## config.mk

```make
export PLATFORM = sky130hd
export DESIGN_NAME = arith_seq_unit
export DESIGN_NICKNAME = d
export VERILOG_FILES = /design/src/rtl/arith_seq_unit.sv
export SDC_FILE = /design/constraint.sdc
export NUM_CORES = 1
export LEC_CHECK = 0
export ABC_AREA = 1
export CORE_AREA = 2 2 77 79
export CTS_CLUSTER_SIZE = 25
export DETAILED_ROUTE_END_ITERATION = 8
export DIE_AREA = 0 0 79 81
export PLACE_DENSITY_LB_ADDON = 0.12
export SYNTH_ARGS = -nofsm -noshare
export SYNTH_HDL_FRONTEND = slang
export SYNTH_SLANG_ARGS = --single-unit
```

## constraint.sdc

```tcl
create_clock -name clk -period 1.6 [get_ports clk]
set_clock_uncertainty 0.05 [all_clocks]
set_input_delay 0.16 -clock clk [delete_from_list [all_inputs] [get_ports clk]]
set_output_delay 0.16 -clock clk [all_outputs]
set_load 0.005 [all_outputs]
```

## src/rtl/arith_seq_unit.sv

```systemverilog
// Sequential ADD/SUB/MUL unit with double-width result (MUL is iterative shift-add).
// Latency: ADD/SUB/reserved -> out_valid one cycle after accept; MUL -> WIDTH+1 cycles after accept.
// Backpressure: result is held stable in DONE until out_ready; no new operands accepted until then.
//
// Ports:
//   clk, rst_n               single rising-edge clock, synchronous active-low reset
//   in_valid/in_ready        operand handshake (in_op, in_a, in_b captured on accept)
//   out_valid/out_ready      result handshake (out_m, out_err)
//   out_m                    2*WIDTH-bit result, modulo 2^(2*WIDTH)
//   out_err                  set when the result came from the reserved opcode
module arith_seq_unit #(
    parameter int WIDTH = 5,
    parameter int OP_W  = 2
) (
    input  logic                 clk,
    input  logic                 rst_n,
    input  logic                 in_valid,
    output logic                 in_ready,
    input  logic [OP_W-1:0]      in_op,
    input  logic [WIDTH-1:0]     in_a,
    input  logic [WIDTH-1:0]     in_b,
    output logic                 out_valid,
    input  logic                 out_ready,
    output logic [2*WIDTH-1:0]   out_m,
    output logic                 out_err
);

    localparam int RW    = 2 * WIDTH;
    localparam int CNT_W = $clog2(WIDTH + 1);

    localparam logic [OP_W-1:0] OP_ADD = OP_W'(0);
    localparam logic [OP_W-1:0] OP_SUB = OP_W'(1);
    localparam logic [OP_W-1:0] OP_MUL = OP_W'(2);

    typedef enum logic [1:0] {
        S_IDLE = 2'd0,
        S_BUSY = 2'd1,
        S_DONE = 2'd2
    } state_t;

    state_t state;
    state_t state_nxt;

    logic [RW-1:0]    a_sh;      // multiplicand, shifted left each iteration
    logic [WIDTH-1:0] b_sh;      // multiplier, shifted right each iteration
    logic [RW-1:0]    acc;       // partial product
    logic [CNT_W-1:0] cnt;       // remaining iterations
    logic [RW-1:0]    m_r;
    logic             err_r;

    logic [RW-1:0]    a_ext;
    logic [RW-1:0]    b_ext;
    logic [RW-1:0]    acc_step;
    logic             accept;
    logic             last_iter;

    assign a_ext     = {{WIDTH{1'b0}}, in_a};
    assign b_ext     = {{WIDTH{1'b0}}, in_b};
    assign acc_step  = b_sh[0] ? (acc + a_sh) : acc;
    assign accept    = in_valid && (state == S_IDLE);
    assign last_iter = (state == S_BUSY) && (cnt == CNT_W'(1));

    // Handshake outputs decode straight from the state register, so neither
    // ready nor valid has a combinational path from the opposite handshake.
    assign in_ready  = (state == S_IDLE);
    assign out_valid = (state == S_DONE);
    assign out_m     = m_r;
    assign out_err   = err_r;

    always_ff @(posedge clk) begin
        if (!rst_n) begin
            state <= S_IDLE;
        end else begin
            state <= state_nxt;
        end
    end

    always_comb begin
        state_nxt = state;
        case (state)
            S_IDLE: begin
                if (in_valid) begin
                    state_nxt = (in_op == OP_MUL) ? S_BUSY : S_DONE;
                end
            end
            S_BUSY: begin
                if (cnt == CNT_W'(1)) begin
                    state_nxt = S_DONE;
                end
            end
            S_DONE: begin
                if (out_ready) begin
                    state_nxt = S_IDLE;
                end
            end
            default: state_nxt = S_IDLE;
        endcase
    end

    always_ff @(posedge clk) begin
        if (!rst_n) begin
            a_sh  <= '0;
            b_sh  <= '0;
            acc   <= '0;
            cnt   <= '0;
            m_r   <= '0;
            err_r <= 1'b0;
        end else if (accept) begin
            a_sh <= a_ext;
            b_sh <= in_b;
            acc  <= '0;
            cnt  <= CNT_W'(WIDTH);
            case (in_op)
                OP_ADD: begin
                    m_r   <= a_ext + b_ext;
                    err_r <= 1'b0;
                end
                OP_SUB: begin
                    m_r   <= a_ext - b_ext;
                    err_r <= 1'b0;
                end
                OP_MUL: begin
                    // out_m keeps its previous value until the product is ready.
                    err_r <= 1'b0;
                end
                default: begin
                    m_r   <= '0;
                    err_r <= 1'b1;
                end
            endcase
        end else if (state == S_BUSY) begin
            acc  <= acc_step;
            a_sh <= a_sh << 1;
            b_sh <= b_sh >> 1;
            cnt  <= cnt - CNT_W'(1);
            // The final partial sum goes straight to the output register so
            // the product is visible in the first DONE cycle.
            if (last_iter) begin
                m_r <= acc_step;
            end
        end
    end

endmodule
```

==> flow_summary_export.csv, run 1 <==
group,metric,value,unit
outcome,outcome,"complete, but fails checks",
outcome,violations,"negative setup slack",
global_route,grt_max_degree,34,
cts,cts_tree,"yes",
global_route,grt_pass1_vias,2727,
cts,htree_levels,2,
setup_path,arrival,1890,ps
placement,dp_hpwl,5644,microns
sta,worstMarginPinSlew,398.3,ps
cells_and_area,final_util,68.69,%
pwr,power,2.924,mW
setup_path,startpoint_type,"flip-flop",
setup_path,end_kind,"flip-flop",
synth,synth_area_per_cell,6.706,sq um
setup_path,crit_slowest_cell,"fa_2",
cts,clk_pin_slew_worst_paths,80,ps
sta,period_minus_slack,1746,ps
setup_path,cp.buffers_inverters,0,
synth,ys_seq_area_share,30.15,%
cells_and_area,finalNonFillerCells,563,
drt,postRouteAntennaNets,0,
sta,period_share,109.1,%
pwr,seq_power_share,38.9,%
sta,tns,-720.6,ps
global_route,grt_pass1_wl,12440,microns
cells_and_area,n_antenna_cell,0,
global_route,grt_usage,24.58,%
cts,cts.path.max_buffers,2,
pwr,netSwitchingFraction,29.07,%
floorplanning,ios,29,
placement,place_ws,-423.7,ps
floorplanning,dieArea,6399,sq um
global_route,gr-total-overflow,0,
cells_and_area,finalInstanceArea,3899,sq um
placement,port_buffers,28,
sta,drv_slew,0,
drt,drt-total-wl,7680,microns
placement,placed_cell_area,3456,sq um
drt,vias_per_cell,5.190,
pwr,leakage,1.780,nW
pwr,power_switching,0.8501,mW
cts,hold_buffers,0,
floorplanning,die_w,79,microns
setup_path,cp_common_cell,"nand2_1",
floorplanning,die_y,81,microns
sta,setup_viol,10,
setup_path,crit_type,"flip-flop to flip-flop",
setup_path,crit-reg2reg-launch,"acc[0]$_SDFFE_PP0P_",
pwr,cellPowerDensity,750.0,nW/um^2
cts,numCtsBuffers,5,
sta,holdWs,270.8,ps
cts,clk_latency,300,ps
drt,drc,0,
cells_and_area,fin_nets,527,
setup_path,worstPathCellList,"ha_4 -> fa_2 -> xnor2_1 -> nand2_1 -> o21ai_0 -> nand2_1 -> nand3_1 -> a21oi_1",
synth,yosys.cell_types.count,35,
setup_path,critPathRequiredTime,1740,ps
min_path,hold_path.class,"input port to flip-flop",
setup_path,reg2regPathDepth,8,
floorplanning,row_count,28,
synth,ys_warn_count,0,
synth,synth-seq-cells,41,
global_route,antenna_found_initial,0,
synth,syn_nets,446,
setup_path,cpPeakStageDelay,390,ps
sta,hold_viol,0,
pwr,power_frac_comb,26.3,%
cts,clock-root-buffer,"clkbuf_8",
min_path,hold_end,"a_sh[0]$_SDFFE_PN0P_",
sta,rsz0062_at_grt,"yes",
placement,dp_cells,552,
cts,cts.sinks,41,
sta,relSlewSlack,73.35,%
sta,max_freq,572.8,MHz
setup_path,cp_max_fo,3,
pwr,peakVddDrop,512.7,uV
floorplanning,coreArea,5675,sq um
cells_and_area,syn2layout_area_growth,43.20,%
synth,syn_area,2723,sq um
min_path,min_from,"in_a[0]",
sta,fin_ws,-145.9,ps
drt,via_count,2922,
placement,gp_congestion,0.9350,
job,maxCapViolations,0,
floorplanning,initial_utilization,47.97,%
setup_path,rr_endpoint,"out_m[2]$_SDFFE_PN0P_",
drt,drtIter0Drc,144,
drt,wl_per_cell,13.64,microns
min_path,hold_depth,3,
synth,synthCells,406,
setup_path,path_delay_family,"adder cells",
pwr,p_int,2.074,mW
pwr,clock_power_share,34.8,%
setup_path,regToRegSetupSlack,-150,ps
cells_and_area,layout-drive-gt1-share,27.66,%
drt,dr.pass1.iters,4,
## registers in the layout (all words and copies together), names as in the netlist
| signal | cells |
|---|---|
| a_sh | 10 |
| acc | 10 |
| out_m | 10 |
| b_sh | 5 |
| out_err | 1 |
| cnt | 3 |
| state | 2 |
## cell usage in the layout, fill, tap and decap left out, types with 5 or more instances in the layout
cell and n:
o21ai_0 12, clkbuf_8 5, buf_4 57, nand2_2 6
nand3_1 32, o21ai_1 5, inv_1 47, dfxtp_1 31
ha_1 10, dfxtp_2 9, nor2_1 13, ha_4 11
inv_2 10, a31oi_1 9, clkdlybuf4s50_1 22, nand3_2 9
a21oi_2 6, a21oi_1 22, o211ai_1 7, nand2_1 122
## metal layers
metal  vias up  routed length (microns)  global-route usage [%]
li1       1486                        -                       -
met4         0                      226                   8.793
met1      1357                     3374                   30.34
met5         -                        0                       0
met3        19                      187                   2.889
met2        60                     3892                   44.24
## worst max-delay path by stage
stage	from	endpoint	slack, ps	cells past startpoint
final	acc[0]$_SDFFE_PP0P_	out_m[2]$_SDFFE_PN0P_	-150	8
after global routing	a_sh[0]$_SDFFE_PN0P_	acc[6]$_SDFFE_PP0P_	-220	12
after CTS	acc[0]$_SDFFE_PP0P_	acc[6]$_SDFFE_PP0P_	-160	12
after detailed placement	in_b[0]	out_m[4]$_SDFFE_PN0P_	-420	13
after global placement	in_a[0]	out_m[1]$_SDFFE_PN0P_	-380	8
after floorplan	a_sh[0]$_SDFFE_PN0P_	acc[6]$_SDFFE_PP0P_	-30	12
## cells in the mapped netlist
library cell / n / share of area, %
nand2_1: 127 / 18
inv_1: 53 / 7.3
nand3_1: 42 / 7.7
dfxtp_1: 41 / 30
a21oi_1: 30 / 5.5
ha_1: 21 / 9.7
nor2_1: 15 / 2.1
o21ai_0: 12 / 2.2
a31oi_1: 9 / 2.1
o211ai_1: 7 / 1.9
inv_2: 5 / 0.69
o21ai_1: 5 / 0.92
clkbuf_1: 4 / 0.55
buf_2: 3 / 0.55
fa_1: 3 / 2.2
nand4_1: 3 / 0.69
buf_1: 2 / 0.28
nand2_2: 2 / 0.46
nand3b_1: 2 / 0.55
nor2_8: 2 / 1.5
nor3_1: 2 / 0.37
or2_2: 2 / 0.46
xnor2_1: 2 / 0.64
a22o_1: 1 / 0.32
buf_4: 1 / 0.28
buf_6: 1 / 0.41
clkinv_1: 1 / 0.14
nor2_2: 1 / 0.23
nor2_4: 1 / 0.41
o21a_1: 1 / 0.28
o21bai_1: 1 / 0.28
o221ai_1: 1 / 0.32
o31ai_1: 1 / 0.28
o31ai_4: 1 / 0.78
o41ai_1: 1 / 0.32
## area by class of cell
type                       count  area (sq um)
clock buffer                   5         68.82
clock inverter                 3         68.82
fill                         520          1777
inverter                      59         224.0
multi-input combinational    295          1899
sequential                    41         835.8
tap                           75         93.84
timing repair buffer          85         708.2
## what timing repair did
action | in CTS | in global routing
pin swaps | 7 | 8
gates resized for setup | 26 | 40
setup buffers | 1 | 2
endpoints found under the setup margin | 17 | 19
cloned | 0 | 0
## kinds of logic (layout without fill, tap and decap cells)
logic type	after synthesis	count (layout)	share of synthesized area [%]
adders and majority gates	24	24	11.86
xor gates and xnor gates	2	2	0.6435
DFF	41	41	30.15
AOI/OAI and AO/OA	70	70	15.21
and+or+nand+nor	199	199	31.94
buffers and inverters	70	152	10.20
## worst reg2reg max path, stage by stage (launching register included)
cell,delay (ps)
dfxtp_2,350
ha_4,160
fa_2,390
xnor2_1,190
nand2_1,60
o21ai_0,160
nand2_1,130
nand3_1,110
a21oi_1,60
## power groups by stage
stage | Sequential, mW | Combinational (mW) | Clock, mW
floorplan | 1.14 | 0.376 | 0
global placement | 1.15 | 0.680 | 0
detailed placement | 1.15 | 0.692 | 0
CTS | 1.13 | 0.715 | 1.03
global route | 1.15 | 0.853 | 1.07
finish | 1.14 | 0.769 | 1.02
No activity file was read; power rests on OpenSTA's default activity.
==> inputs of run 2 (changes only) <==
--- a/config.mk
+++ b/config.mk
@@ -10,6 +10,7 @@
 export CTS_CLUSTER_SIZE = 25
 export DETAILED_ROUTE_END_ITERATION = 8
 export DIE_AREA = 0 0 79 81
+export GPL_ROUTABILITY_DRIVEN = 0
 export PLACE_DENSITY_LB_ADDON = 0.12
 export SYNTH_ARGS = -nofsm -noshare
 export SYNTH_HDL_FRONTEND = slang
==> flow_summary_export.csv, run 2 (synthesis results as in run 1) <==
group,metric,value,unit
drt,vias_per_cell,5.173,
cts,hold_buffers,0,
sta,fin_ws,-132.4,ps
min_path,hold_path.class,"input port to flip-flop",
setup_path,crit_type,"flip-flop to flip-flop",
cells_and_area,syn2layout_area_growth,47.89,%
drt,dr.pass1.iters,5,
setup_path,critPathRequiredTime,1740,ps
cells_and_area,nFillCells,485,
drt,postRouteAntennaNets,0,
sta,hold_viol,0,
setup_path,reg2regPathDepth,9,
drt,drt-total-wl,7845,microns
floorplanning,ios,29,
sta,max_freq,577.2,MHz
pwr,peakVddDrop,504.2,uV
setup_path,worstSetupStartpoint,"a_sh[0]$_SDFFE_PN0P_",
cells_and_area,final_common_cell,"nand2_1",
setup_path,arrival,1870,ps
setup_path,crit-reg2reg-launch,"a_sh[0]$_SDFFE_PN0P_",
sta,period_share,108.3,%
cells_and_area,finalNonFillerCells,567,
setup_path,end_kind,"flip-flop",
sta,period_minus_slack,1732,ps
cells_and_area,most-common-layout-cells,"nand2_1, buf_4, inv_1",
global_route,gr-total-overflow,0,
floorplanning,die_w,79,microns
setup_path,cp_common_cell,"nand2_1",
cts,htree_levels,2,
global_route,grt_usage,25.12,%
setup_path,cpPeakStageDelay,370,ps
outcome,violations,"negative setup slack",
drt,drc,0,
drt,via_count,2933,
floorplanning,dieArea,6399,sq um
pwr,leakage,1.813,nW
setup_path,regToRegSetupSlack,-130,ps
floorplanning,row_count,28,
outcome,outcome,"complete, but fails checks",
global_route,grt_pass1_vias,2795,
drt,wl_per_cell,13.84,microns
cells_and_area,n_antenna_cell,0,
pwr,cellPowerDensity,732.3,nW/um^2
setup_path,startpoint_type,"flip-flop",
global_route,grt_max_degree,34,
job,maxCapViolations,0,
global_route,grt_pass1_wl,12720,microns
cts,clk_pin_slew_worst_paths,80,ps
sta,rsz0062_at_grt,"yes",
cts,cts_tree,"yes",
cts,cts.sinks,41,
sta,drv_slew,0,
setup_path,crit_slowest_cell,"fa_2",
placement,port_buffers,28,
drt,drtIter0Drc,99,
sta,holdWs,273.6,ps
setup_path,rr_endpoint,"out_m[2]$_SDFFE_PN0P_",
cells_and_area,layout-drive-gt1-share,32.52,%
setup_path,cp_max_fo,2,
sta,worstMarginPinSlew,380.5,ps
cts,cts.path.max_buffers,2,
setup_path,timing.critical_path.to,"out_m[2]$_SDFFE_PN0P_",
cts,numCtsBuffers,5,
placement,dp_cells,553,
floorplanning,die_y,81,microns
cells_and_area,final_util,70.94,%
floorplanning,initial_utilization,47.97,%
floorplanning,coreArea,5675,sq um
setup_path,worstPathCellList,"ha_4 -> fa_2 -> buf_4 -> xnor2_2 -> nand2_1 -> o21ai_2 -> nand2_1 -> nand3_1 -> a21oi_1",
sta,relSlewSlack,74.63,%
cells_and_area,fin_nets,531,
global_route,antenna_found_initial,0,
cts,clock-root-buffer,"clkbuf_8",
placement,dp_hpwl,5636,microns
cts,clk_latency,300,ps
sta,setup_viol,8,
-- run 2: report_power, final --
group          internal (mW)  switching (mW)  leakage [nW]
clock                  0.620           0.377        0.0681
combinational          0.393           0.427          1.40
sequential              1.08          0.0485         0.341
-- run 2: critical path, delay by kind of cell, from the launching register on --
kind	cells	cell delay [ps]
AOI/OAI and AO/OA	2	150
adders and majority gates	2	530
DFF	1	340
and+or+nand+nor	3	260
buffers and inverters	1	160
xor gates and xnor gates	1	150
-- run 2: how the worst min path moves through the flow --
| stage | from | to | cells after the start |
|---|---|---|---|
| floorplan | in_a[0] | a_sh[0]$_SDFFE_PN0P_ | 2 |
| finish | in_b[0] | b_sh[0]$_SDFFE_PN0P_ | 3 |
| global route | in_a[0] | a_sh[0]$_SDFFE_PN0P_ | 3 |
| global placement | out_err$_SDFFE_PN0P_ | out_err$_SDFFE_PN0P_ | 2 |
| CTS | in_a[0] | a_sh[0]$_SDFFE_PN0P_ | 3 |
| detailed placement | out_m[2]$_SDFFE_PN0P_ | out_m[2]$_SDFFE_PN0P_ | 2 |
-- run 2: repair_timing --
action                     CTS  global route
hold endpoints to repair     0             0
pin swaps                   12            11
gates resized for setup     40            47
setup endpoints to repair   16            18
buffers inserted             3             3
-- run 2: through the flow --
step	power (mW)	area (sq um)	setup slack, ps	setup TNS (ps)
finish	2.948	4026	-132.4	-581.8
global placement	1.850	3488	-371.9	-3516
floorplan	1.520	2733	-33.38	-33.38
detailed placement	1.863	3488	-422.5	-4073
global route	3.096	4026	-211.7	-1581
CTS	2.885	3812	-155.3	-656.0
-- run 2: cell type report --
cell class / count / area, sq um / area share, %
Sequential cell: 41 / 840.8 / 20.88
Clock inverter: 3 / 65.06 / 1.616
Tap cell: 75 / 93.84 / 2.331
Inverter: 59 / 224.0 / 5.562
Clock buffer: 5 / 68.82 / 1.709
Timing Repair Buffer: 89 / 762.0 / 18.92
Multi-Input combinational cell: 295 / 1972 / 48.97
-- run 2: metal layers --
metal  GRT usage [%]  routed length (microns)  up-vias
met5               0                        0        -
met4           7.414                      161        0
met3           4.444                      230       14
met2           46.10                     4102       61
met1           30.02                     3351     1359
li1                -                        -     1499
==> inputs of run 3 (changes only) <==
--- a/config.mk
+++ b/config.mk
@@ -12,6 +12,7 @@
 export DIE_AREA = 0 0 79 81
 export GPL_ROUTABILITY_DRIVEN = 0
 export PLACE_DENSITY_LB_ADDON = 0.12
+export SLEW_MARGIN = 20
 export SYNTH_ARGS = -nofsm -noshare
 export SYNTH_HDL_FRONTEND = slang
 export SYNTH_SLANG_ARGS = --single-unit
==> results of run 3 <==
Final layout, timing and power as in run 2 (identical DEF).
